$ cat config.mk
export PLATFORM = sky130hd
export DESIGN_NAME = spi_master_tx
export DESIGN_NICKNAME = d
export VERILOG_FILES = /design/src/rtl/spi_master_tx.sv
export SDC_FILE = /design/constraint.sdc
export NUM_CORES = 1
export LEC_CHECK = 0
export CAP_MARGIN = 20
export CORE_UTILIZATION = 30
export DETAILED_ROUTE_END_ITERATION = 7
export DONT_BUFFER_PORTS = 1
export GPL_TIMING_DRIVEN = 0
export PLACE_DENSITY = 0.43
export REMOVE_ABC_BUFFERS = 1
export SYNTH_ARGS = -nofsm -noshare
export SYNTH_HDL_FRONTEND = slang
export SYNTH_SLANG_ARGS = --single-unit
$ cat constraint.sdc
create_clock -name clk -period 1.25 [get_ports clk]
set_input_delay 0.125 -clock clk [delete_from_list [all_inputs] [get_ports clk]]
set_output_delay 0.125 -clock clk [all_outputs]
set_load 0.02 [all_outputs]
$ cat src/rtl/spi_master_tx.sv
// -----------------------------------------------------------------------------
// spi_master_tx
//
// SPI initiator, mode 0 (SCK idle low, receiver samples MOSI on the SCK rising
// edge), MSB first, SSEL active low. One byte per frame; frames are separated
// by at least GAP_CYC clk cycles of SSEL high. Every pin output is a flop, so
// there is no combinational path from any input to SCK/SSEL/MOSI.
//
// Parameters:
//   CLK_DIV  SCK half-period in clk cycles (2..255)
//   GAP_CYC  minimum SSEL-high time between frames in clk cycles (1..255)
//
// Ports:
//   clk       system clock, rising edge
//   rst_n     asynchronous active-low reset (release is synchronised inside)
//   tx_data   byte to send, sampled on the accept cycle
//   tx_valid  producer has a byte
//   tx_ready  block can accept a byte this cycle (IDLE only)
//   busy      frame in progress (SSEL low or inter-frame gap running)
//   done      one-cycle pulse when a frame completes
//   SCK       SPI clock, idle low
//   SSEL      SPI select, active low, idle high
//   MOSI      SPI data out
//
// Optional build macro SPI_MASTER_MISO_EN adds:
//   MISO      SPI data in (synchronised by two flops)
//   rx_data   byte captured during the last completed frame
//   rx_valid  one-cycle pulse with done when rx_data updates
// -----------------------------------------------------------------------------
module spi_master_tx #(
  parameter int unsigned CLK_DIV = 4,
  parameter int unsigned GAP_CYC = 4
) (
  input  logic       clk,
  input  logic       rst_n,
  input  logic [7:0] tx_data,
  input  logic       tx_valid,
  output logic       tx_ready,
  output logic       busy,
  output logic       done,
  output logic       SCK,
  output logic       SSEL,
  output logic       MOSI
`ifdef SPI_MASTER_MISO_EN
  ,
  input  logic       MISO,
  output logic [7:0] rx_data,
  output logic       rx_valid
`endif
);

  if (CLK_DIV < 2 || CLK_DIV > 255) begin : g_bad_clk_div
    $error("spi_master_tx: CLK_DIV must be in 2..255");
  end
  if (GAP_CYC < 1 || GAP_CYC > 255) begin : g_bad_gap_cyc
    $error("spi_master_tx: GAP_CYC must be in 1..255");
  end

  localparam logic [7:0] DIV_LAST = 8'(CLK_DIV - 1);
  localparam logic [7:0] GAP_LAST = 8'(GAP_CYC - 1);

  typedef enum logic [2:0] {
    S_IDLE,
    S_SETUP,
    S_HIGH,
    S_LOW,
    S_HOLD,
    S_GAP
  } state_t;

  // NOTE: reset asserts asynchronously but releases two clk edges after
  // rst_n rises, so no flop sees reset removal close to an active edge.
  logic [1:0] rst_sync;
  logic       rst_int_n;

  always_ff @(posedge clk or negedge rst_n) begin
    if (!rst_n) rst_sync <= 2'b00;
    else        rst_sync <= {rst_sync[0], 1'b1};
  end

  assign rst_int_n = rst_sync[1];

  state_t     state, state_nxt;
  logic [7:0] div_q, div_nxt;
  logic [2:0] bit_q, bit_nxt;
  logic [7:0] shift_q, shift_nxt;
  logic       frame_nxt;
  logic       tick;
  logic       accept;

  // The gap state reuses the divider with its own terminal count.
  assign tick   = (state == S_GAP) ? (div_q == GAP_LAST) : (div_q == DIV_LAST);
  assign accept = tx_valid && tx_ready;

  // NOTE: every signal written here gets a default first, so no path through
  // the case can leave one unassigned and infer a latch.
  always_comb begin
    state_nxt = state;
    shift_nxt = shift_q;
    bit_nxt   = bit_q;
    unique case (state)
      S_IDLE: begin
        if (accept) begin
          state_nxt = S_SETUP;
          shift_nxt = tx_data;
          bit_nxt   = 3'd7;
        end
      end
      S_SETUP: if (tick) state_nxt = S_HIGH;
      S_HIGH: begin
        if (tick) begin
          if (bit_q == 3'd0) begin
            state_nxt = S_HOLD;
          end else begin
            state_nxt = S_LOW;
            shift_nxt = {shift_q[6:0], 1'b0};
            bit_nxt   = bit_q - 3'd1;
          end
        end
      end
      S_LOW:  if (tick) state_nxt = S_HIGH;
      S_HOLD: if (tick) state_nxt = S_GAP;
      S_GAP:  if (tick) state_nxt = S_IDLE;
      default: state_nxt = S_IDLE;
    endcase

    // Divider restarts from zero on every state change and stays parked in IDLE.
    div_nxt   = (state_nxt != state || state == S_IDLE) ? 8'd0 : div_q + 8'd1;
    frame_nxt = (state_nxt == S_SETUP) || (state_nxt == S_HIGH) ||
                (state_nxt == S_LOW)   || (state_nxt == S_HOLD);
  end

  // Outputs are registered from the next-state values so each pin changes on
  // the same edge as the state it belongs to.
  // NOTE: sequential state uses non-blocking assignments so every flop samples
  // pre-edge values regardless of statement order.
  always_ff @(posedge clk or negedge rst_int_n) begin
    if (!rst_int_n) begin
      state    <= S_IDLE;
      div_q    <= 8'd0;
      bit_q    <= 3'd0;
      shift_q  <= 8'd0;
      SCK      <= 1'b0;
      SSEL     <= 1'b1;
      MOSI     <= 1'b0;
      tx_ready <= 1'b1;
      busy     <= 1'b0;
      done     <= 1'b0;
    end else begin
      state    <= state_nxt;
      div_q    <= div_nxt;
      bit_q    <= bit_nxt;
      shift_q  <= shift_nxt;
      SCK      <= (state_nxt == S_HIGH);
      SSEL     <= !frame_nxt;
      MOSI     <= frame_nxt && shift_nxt[7];
      tx_ready <= (state_nxt == S_IDLE);
      busy     <= (state_nxt != S_IDLE);
      done     <= (state == S_GAP) && tick;
    end
  end

`ifdef SPI_MASTER_MISO_EN
  logic [1:0] miso_sync;
  logic [7:0] rx_shift;

  // MISO is sampled on the last cycle of SCK high, long after the
  // synchroniser has settled on the value the receiver drove after SCK fell.
  always_ff @(posedge clk or negedge rst_int_n) begin
    if (!rst_int_n) begin
      miso_sync <= 2'b00;
      rx_shift  <= 8'd0;
      rx_data   <= 8'd0;
      rx_valid  <= 1'b0;
    end else begin
      miso_sync <= {miso_sync[0], MISO};
      rx_valid  <= 1'b0;
      if (state == S_IDLE && accept) begin
        rx_shift <= 8'd0;
      end else if (state == S_HIGH && tick) begin
        rx_shift <= {rx_shift[6:0], miso_sync[1]};
      end
      if (state == S_GAP && tick) begin
        rx_data  <= rx_shift;
        rx_valid <= 1'b1;
      end
    end
  end
`endif

endmodule

==> results.ini <==
[sta]
maxSlewViolCount=0
finalHoldViolCount=0
worst_slack_ns=-0.7637
holdWs_ns=0.06888
tightest_slew_ns=0.5325
max_freq_ghz=0.4966
skew_ns=0.007257
setup_violations=28
slew_headroom_pct=64.50
fin_crit_ns=2.014
final.period_utilization_pct=161.1
setup-tns-final_ns=-10.52
grt_setup_unrepaired=true

[global_route]
grt_pass1_vias=1040
grt_remaining_overflow=0
grt_max_degree=19
grt_pass1_wl_um=4899
use_met2_pct=20.83
track_usage_pct=13.17
grt_most_used_layer=met2
antenna_found_initial=0
met1_usage_pct=15.84
grt_use_met3_pct=4.185

[worst_setup_path]
r2r-end=MOSI$_DFF_PN0_
r2r_slack_ns=-0.76
cp-endpoint=MOSI$_DFF_PN0_
path_class=register to register
crit_path_max_incr_delay_ns=0.51
reg2reg_depth=6
crit_start=div_q[1]$_DFF_PN0_
rr_startpoint=div_q[1]$_DFF_PN0_
crit_chain=ha_4, nor3b_4, nand3_2, a32o_2, or4b_4, and3_4
cp_slowest_cell=or4b_4
crit_path_start_kind=register
crit_required_ns=1.43
crit_family=simple AND/OR/NAND/NOR gates
crit_cells=6
cp.arrival_ns=2.20
cp_max_fo=6
crit_buf_inv=0
endpoint_kind=register

[floorplan]
io_pins=17
core_area_um2=4384
row_count=24
die_x_um=69.92
initial_core_util_pct=31.56
die_h_um=69.92
die_area_um2=4888

[logic_synthesis]
ys.flop_type=dfrtp_1
synth_top_family_by_area=simple AND/OR/NAND/NOR gates
synth_xor_area_share_pct=5.063
synth_common_cells=dfrtp_1, nand2_1, nor2_1
synthMuxAreaShare_pct=0
yosys.area_share.simple_pct=22.60
synthAdderAreaFrac_pct=2.712
yosysTopAreaCell=dfrtp_1
synthArstFlopShare_pct=100.0
netlist_top_cells_area=dfrtp_1, nand2_1, dfstp_2
synth.most_common_cell=dfrtp_1
yosys_warnings=0
syn_area_per_cell_um2=10.73
mappedNetlistArea_um2=1384
synth_compound_area_share_pct=11.21
synth_cells=129
ys_types=38
yosysTopAreaCellShare_pct=50.63
yosysSeqAreaShare_pct=54.43
ys_ff_latch=30
synth_edf_count=0

[routing]
routed_via_density=5.043
drt_iter0_drc=38
drt-pass1-iter-count=4
vias=1054
ant_nets=0
wl_per_cell_um=14.41
drcViolationCount=0
wl_um=3011

[power_and_ir_drop]
totalPowerFinal_mw=2.036
p_per_area_nw_per_um2=1079
seq_power_share_pct=48.4
p_sw_mw=0.4222
p_comb_share_pct=4.6
p_int_mw=1.614
sw_frac_of_total_pct=20.73
ir_drop_uv=668.7
clock_power_share_pct=46.9
power.static_leakage_nw=0.8406

[place]
port_buffers=0
post-place-ws_ns=-1.046
dpl-instance-area_um2=1448
place_congestion=0.7755
dpl.hpwl_um=2005
dp_cells=179

[cells_and_area]
seq_area_um2=753.2
layout-drive-gt1-share_pct=36.94
finalNetCount=170
multi_input_area_um2=713.2
n_fill_cell=413
area_delta_synth_final_pct=36.35
design_area_um2=1887
layoutNonFillerInstCount=209
num_antenna_cells=0
final_core_util_pct=43.04

[clock_network]
cts_tree=built
cts_root_buffer=clkbuf_8
cts_buffers=5
cts.htree.levels=2
clock_path_buffers=2
clk_pin_slew_worst_paths_ns=0.07
insertion_delay_ns=0.28
cts_sinks=30

[outcome]
outcome=finished with violations
violations=setup timing

[job]
drv_cap=0

[worst_hold_path]
hold_path.class=input port to asynchronous set/reset pin

-- worst min-delay path by stage --
stage	endpoint
2_1_floorplan	rst_sync[0]$_DFF_PN0_
6_report	rst_sync[1]$_DFF_PN0_
4_1_cts	rst_sync[1]$_DFF_PN0_
3_3_place_gp	rst_sync[1]$_DFF_PN0_
5_1_grt	rst_sync[1]$_DFF_PN0_
3_5_place_dp	rst_sync[1]$_DFF_PN0_
-- per-layer routing --
metal / wire length [um] / vias up
li1: - / 502
met1: 1322 / 516
met2: 1471 / 24
met3: 103 / 12
met4: 113 / 0
met5: 0 / -
-- cell families after synthesis --
logic type      after synthesis
flops                        30
fa+ha+maj                     3
buf+inv                       9
other cells                   1
xor+xnor                      8
simple gates                 56
compound gates               22
-- registers in the layout, summed over array words and instances (netlist names) --
signal / flops
div_q: 8
shift_q: 8
bit_q: 3
state: 3
rst_sync: 2
MOSI: 1
SCK: 1
SSEL: 1
busy: 1
done: 1
tx_ready: 1
-- repair_timing --
action / CTS / global route
resized for setup: 11 / 25
hold buffers: 8 / 0
buffers inserted: 12 / 2
pin swaps: 6 / 8
endpoints found under the hold margin: 9 / 0
endpoints found under the setup margin: 28 / 28
-- power groups by stage --
stage	Combinational [mW]	Clock [mW]	Sequential [mW]
3_3_place_gp	0.0449	0	1.01
5_1_grt	0.107	1.02	0.987
4_1_cts	0.0927	0.986	0.987
2_1_floorplan	0.0356	0	1.01
6_report	0.0945	0.955	0.986
3_5_place_dp	0.0670	0	1.00
-- final cells by class --
type	instances	share of cell area, %
clock buffers	5	3.647
clock inverters	3	2.122
inverters	6	1.194
multi-input cells	90	37.80
flip-flops and latches	30	39.92
well taps	52	3.448
repair buffers	23	11.87
-- cell usage in the layout (no fill, tap or decap), types with 2 or more instances in the layout --
cell type,Yosys,routed
clkbuf_8,1,5
inv_1,6,5
nor2_4,0,7
dlygate4sd3_1,0,8
nand3_1,6,6
and2b_2,2,2
a22oi_1,6,6
nand2_1,19,17
nor2_1,10,3
dfrtp_1,28,28
xor2_1,6,6
buf_6,1,3
and3_4,0,2
buf_4,0,11
ha_1,3,2
a21oi_1,6,3
a21oi_2,0,3
dfstp_2,2,2
o21ai_0,2,2
and3_1,5,3
clkinv_2,0,2
xnor2_1,2,2
nand2b_1,2,2
Note: power is estimated with default switching activity, not from simulation.
